<file path="config.mk">
export PLATFORM = sky130hd
export DESIGN_NAME = datapath_word_unpacker
export DESIGN_NICKNAME = d
export VERILOG_FILES = /design/src/rtl/datapath_word_unpacker.sv
export SDC_FILE = /design/constraint.sdc
export NUM_CORES = 1
export LEC_CHECK = 0
export CORE_MARGIN = 1.5
export CORE_UTILIZATION = 53
export CTS_CLUSTER_DIAMETER = 100
export CTS_CLUSTER_SIZE = 25
export DETAILED_ROUTE_END_ITERATION = 8
export HOLD_SLACK_MARGIN = 0.05
export PLACE_DENSITY = 0.89
export SLEW_MARGIN = 10
export SYNTH_ARGS = -nofsm -noshare
export SYNTH_HDL_FRONTEND = slang
export SYNTH_SLANG_ARGS = --single-unit
export TNS_END_PERCENT = 5
</file>
<file path="constraint.sdc">
create_clock -name clk -period 2.6 [get_ports clk]
set_input_delay 0.52 -clock clk [delete_from_list [all_inputs] [get_ports clk]]
set_output_delay 0.52 -clock clk [all_outputs]
set_load 0.1 [all_outputs]
</file>
<file path="src/rtl/datapath_word_unpacker.sv">
// -----------------------------------------------------------------------------
// datapath_word_unpacker
//   Unpacks WORD_W-bit words from a paced upstream FIFO into SAMPLE_W-bit
//   samples, MSB slice first, one sample every SAMPLE_DIV clocks. A shadow
//   register holds the next word while the active shift register drains. When
//   the shadow is full at the end of a word, the two are swapped on the same
//   edge, so back-to-back words come out without a gap.
//
//   Optional build macro: DATAPATH_UNPACK_STATS_EN. When it is defined, the
//   words_done counter and the overrun flag are implemented. When it is not
//   defined, both outputs are tied to 0.
//
// Ports
//   clk, rstn        clock; asynchronous active-low reset
//   enable           stream run request (gates rd_req only)
//   clear_status     clears underrun/overrun (a set in the same cycle wins)
//   rd_req           combinational read request to the upstream FIFO
//   word_strobe      upstream read accept; word_in is valid the next cycle
//   word_in          packed word from the upstream FIFO
//   sample_out       current sample, held between pulses
//   sample_valid     one-cycle pulse per new sample
//   busy             shifting, or a word is waiting in the shadow
//   underrun         sticky: the stream ran dry while enable was high
//   overrun          sticky: a word arrived while the shadow was full
//   words_done       count of fully emitted words (wraps at 16 bits)
// -----------------------------------------------------------------------------
module datapath_word_unpacker #(
    parameter int WORD_W     = 192,
    parameter int SAMPLE_W   = 64,
    parameter int SAMPLE_DIV = 10
) (
    input  logic                clk,
    input  logic                rstn,
    input  logic                enable,
    input  logic                clear_status,
    output logic                rd_req,
    input  logic                word_strobe,
    input  logic [WORD_W-1:0]   word_in,
    output logic [SAMPLE_W-1:0] sample_out,
    output logic                sample_valid,
    output logic                busy,
    output logic                underrun,
    output logic                overrun,
    output logic [15:0]         words_done
);

    localparam int NSAMP = WORD_W / SAMPLE_W;
    localparam int IDX_W = (NSAMP > 1) ? $clog2(NSAMP) : 1;
    localparam int DIV_W = (SAMPLE_DIV > 1) ? $clog2(SAMPLE_DIV) : 1;

    typedef enum logic {S_IDLE, S_SHIFT} state_t;

    state_t            state_q, state_d;
    logic [WORD_W-1:0] shadow_q;
    logic [WORD_W-1:0] shift_q;
    logic              shadow_full_q;
    logic              cap_pending_q;
    logic [IDX_W-1:0]  idx_q;
    logic [DIV_W-1:0]  div_q;

    logic div_last, idx_last;
    logic load, advance, word_end;
    logic underrun_set;

    assign div_last = (div_q == DIV_W'(SAMPLE_DIV - 1));
    assign idx_last = (idx_q == IDX_W'(NSAMP - 1));

    // Hold off the request while a word is still in flight. That covers the
    // accept cycle, the capture cycle and a full shadow, so that the upstream
    // never overruns us when it honours rd_req.
    assign rd_req = rstn & enable & ~shadow_full_q & ~cap_pending_q & ~word_strobe;

    assign busy = (state_q == S_SHIFT) | shadow_full_q;

    // ---------------------------------------------------------------- FSM
    always_ff @(posedge clk or negedge rstn) begin
        if (!rstn) state_q <= S_IDLE;
        else       state_q <= state_d;
    end

    always_comb begin
        state_d  = state_q;
        load     = 1'b0;
        advance  = 1'b0;
        word_end = 1'b0;
        case (state_q)
            S_IDLE: begin
                if (shadow_full_q) begin
                    load    = 1'b1;
                    state_d = S_SHIFT;
                end
            end
            S_SHIFT: begin
                if (div_last) begin
                    if (idx_last) begin
                        // The next sample would be NSAMP. Swap in the shadow
                        // on this same edge if a word is waiting there.
                        word_end = 1'b1;
                        if (shadow_full_q) load = 1'b1;
                        else               state_d = S_IDLE;
                    end else begin
                        advance = 1'b1;
                    end
                end
            end
            default: state_d = S_IDLE;
        endcase
    end

    // ------------------------------------------------ capture / shadow
    // A capture that lands on a full shadow is dropped. This applies even on
    // the edge where the shadow is being consumed.
    always_ff @(posedge clk or negedge rstn) begin
        if (!rstn) begin
            cap_pending_q <= 1'b0;
            shadow_full_q <= 1'b0;
            shadow_q      <= '0;
        end else begin
            cap_pending_q <= word_strobe;
            if (cap_pending_q && !shadow_full_q) begin
                shadow_q      <= word_in;
                shadow_full_q <= 1'b1;
            end else if (load) begin
                shadow_full_q <= 1'b0;
            end
        end
    end

    // ------------------------------------------------ shift datapath
    always_ff @(posedge clk or negedge rstn) begin
        if (!rstn) begin
            shift_q      <= '0;
            sample_out   <= '0;
            sample_valid <= 1'b0;
            idx_q        <= '0;
            div_q        <= '0;
        end else begin
            sample_valid <= 1'b0;
            if (load) begin
                // Sample 0 goes straight out of the shadow. The shift register
                // keeps the remaining slices, already moved to the top.
                shift_q      <= shadow_q << SAMPLE_W;
                sample_out   <= shadow_q[WORD_W-1 -: SAMPLE_W];
                sample_valid <= 1'b1;
                idx_q        <= '0;
                div_q        <= '0;
            end else if (state_q == S_SHIFT) begin
                if (div_last) begin
                    div_q <= '0;
                    if (advance) begin
                        idx_q        <= idx_q + 1'b1;
                        sample_out   <= shift_q[WORD_W-1 -: SAMPLE_W];
                        shift_q      <= shift_q << SAMPLE_W;
                        sample_valid <= 1'b1;
                    end
                end else begin
                    div_q <= div_q + 1'b1;
                end
            end
        end
    end

    // ------------------------------------------------ status
    // A word that ends with nothing waiting is an underrun, but only while
    // the stream is still requested. A drain after enable drops is clean.
    assign underrun_set = word_end & ~shadow_full_q & enable;

    always_ff @(posedge clk or negedge rstn) begin
        if (!rstn) underrun <= 1'b0;
        else       underrun <= underrun_set | (underrun & ~clear_status);
    end

`ifdef DATAPATH_UNPACK_STATS_EN
    logic overrun_set;
    assign overrun_set = cap_pending_q & shadow_full_q;

    always_ff @(posedge clk or negedge rstn) begin
        if (!rstn) begin
            overrun    <= 1'b0;
            words_done <= '0;
        end else begin
            overrun <= overrun_set | (overrun & ~clear_status);
            if (word_end) words_done <= words_done + 16'd1;
        end
    end
`else
    assign overrun    = 1'b0;
    assign words_done = '0;
`endif

endmodule

</file>
==> impl_metrics.yaml <==
yosys:
  yosysTopAreaCell: "dfrtp_1"
  synth_flop_cell: "dfrtp_1"
  synthCells: 1268
  yosysUniqueCellTypes: 34
  synth_top_area_share_pct: 61.2
  yosysSeqAreaShare_pct: 61.2
  async_flop_share_pct: 100
  synth_edf_count: 0
  yosysWarnings: 0
  ys_seq_elements: 395
  synth_area_leaders: "dfrtp_1 61%, mux2_2 8.8%, a221o_1 7.9%, and3_1 4.9%, o21ai_0 4.2%"
  synth_area_sq_mm: 0.0162
  postSynthAreaPerCell_sq_um: 12.7
cells_and_area:
  final_util_pct: 65.1
  mostFrequentLayoutCells: "395 x dfrtp_1, 195 x clkdlybuf4s50_1, 135 x o21ai_0"
  num-nets-final: 1674
  final_common_cell: "dfrtp_1"
  nFillCells: 2172
  stdcell_count: 1866
  drive_gt1_share_pct: 17.2
  syn2layout_area_growth_pct: 20.1
  post-route-cell-area_sq_mm: 0.0194
route:
  vias: 10904
  drt-wirelength-per-cell_um: 20.3
  drt.antenna.violating_nets: 0
  viasPerCell: 5.84
  wirelength_mm: 37.8
  drt-initial-drc-count: 905
  drc: 0
  drt_pass1_iterations: 5
timing:
  finalHoldViolations: 0
  drv_slew: 0
  worst_pin_slew_ns: 1.03
  slew_headroom_pct: 31.2
  fmax_mhz: 429
  layout_setup_ws_ns: 0.270
  fin_skew_ns: 0.0132
  setup_viol: 0
  min_period_ns: 2.33
  setup_tns_ns: 0
  fin_crit_sh_pct: 89.6
  rsz0062_at_grt: "no"
place:
  placed_cells: 1843
  place_ws_ns: 0.436
  place_area_sq_mm: 0.0189
  place_hpwl_mm: 24.8
  port_buffers: 264
  place.gp.congestion: 0.811
die:
  die_w_um: 178
  initial_core_util_pct: 54.2
  core_area_sq_mm: 0.0298
  die_h_um: 178
  rows: 63
  die_area_sq_mm: 0.0316
  ios: 282
cts:
  clk_latency_ns: 0.52
  cts_tree: "done"
  cts_setup_buffers: 0
  hold_buffers: 0
  cts_root_buffer: "clkbuf_16"
  cts_inserted_buffers: 19
  cts_max_level: 1
  cts.path.max_buffers: 3
  path_clk_slew_ns: 0.10
  cts.sinks: 395
  cts_resized: 0
critical_path:
  r2r-start: "div_q[1]$_DFFE_PN0P_"
  reg2reg_to: "shift_q[98]$_DFFE_PN0P_"
  critPathCaptureType: "output pin"
  worstSetupPathType: "reg2out"
  reg2reg_slack_ns: 0.41
  cpMaxStageDelayCell: "dfrtp_1"
  crit_arrival_ns: 1.81
  path_max_fanout: 8
  max_stage_delay_ns: 0.65
  path_delay_family: "flip-flops"
  crit_buf_inv: 2
  cp_cell_sequence: "nor2_1, inv_1, buf_4"
  critPathRequiredTime_ns: 2.08
  r2r_cells: 7
  start_kind: "flop"
power:
  p_per_area_mw_per_mm2: 1120
  peakVddDrop_mv: 0.633
  power_leakage_nw: 9.01
run:
  cap_violations: 0
grt:
  grt_pass1_wl_mm: 60.3
  grt_antenna_before_repair: 3
  grt_pass1_vias: 11481
  overflow: 0
  track_usage_pct: 24.0
  grt_max_degree: 177
run_status:
  outcome: "completed"
min_path:
  min_path_type: "in2async"
==> routing by layer <==
metal  track usage, %  wire length [um]
met1             32.6             16000
met2             40.6             18900
met3             2.87              1880
met4             7.77              1080
met5                0                 0
==> registers in the layout, indices dropped and copies added (netlist names) <==
register	flops
cap_pending_q	1
div_q	4
idx_q	2
sample_out	64
sample_valid	1
shadow_full_q	1
shadow_q	192
shift_q	128
state_q	1
underrun	1
==> through the flow <==
stage	hold slack [ns]	power, W
2_1_floorplan	0.224	0.0161
3_3_place_gp	0.479	0.0181
3_5_place_dp	0.486	0.0186
4_1_cts	0.171	0.0218
5_1_grt	0.168	0.0228
6_report	0.0842	0.0217
==> cell families (layout without fill, tap and decap cells) <==
family	after synthesis	count (layout)	synth area share [%]
flops	395	395	61.2
compound gates	271	271	12.5
simple gates	211	211	7.14
buf+inv	195	384	6.09
mux	191	191	12.8
fa+ha+maj	3	3	0.232
other cells	1	20	0.0232
xor+xnor	1	1	0.0542
==> Yosys cell counts (18+ instances only) <==
cell,count
mux2i_1,64
buf_2,37
inv_1,71
dfrtp_1,395
buf_6,18
o21ai_0,135
and3_1,126
buf_4,19
nand2_1,68
a221o_1,127
mux2_2,127
clkbuf_1,49
==> worst max-delay path by stage <==
stage	start	end	slack, ns	depth (start not counted)
floorplan	word_strobe	rd_req	0.66	2
global placement	idx_q[0]$_DFFE_PN0P_	shift_q[110]$_DFFE_PN0P_	0.58	7
detailed placement	div_q[1]$_DFFE_PN0P_	shift_q[98]$_DFFE_PN0P_	0.44	7
CTS	state_q$_DFF_PN0_	busy	0.26	3
global route	shadow_full_q$_DFFE_PN0P_	busy	0.17	3
finish	shadow_full_q$_DFFE_PN0P_	busy	0.27	3
==> power by group <==
group	total, W	internal [W]	switching [W]
logic	0.00859	0.00303	0.00557
registers	0.00991	0.00860	0.00131
clock network	0.00316	0.00132	0.00184
==> layout make-up <==
cell class / count / area [sq um] / area share, %
Timing Repair Buffer: 293 / 2880 / 14.9
Clock inverter: 1 / 7.51 / 0.0387
Antenna cell: 3 / 7.51 / 0.0387
Tap cell: 390 / 488 / 2.51
Sequential cell: 395 / 9880 / 50.9
Inverter: 71 / 267 / 1.37
Clock buffer: 19 / 475 / 2.45
Multi-Input combinational cell: 694 / 5400 / 27.8
Power figures use the tool's default switching activity.
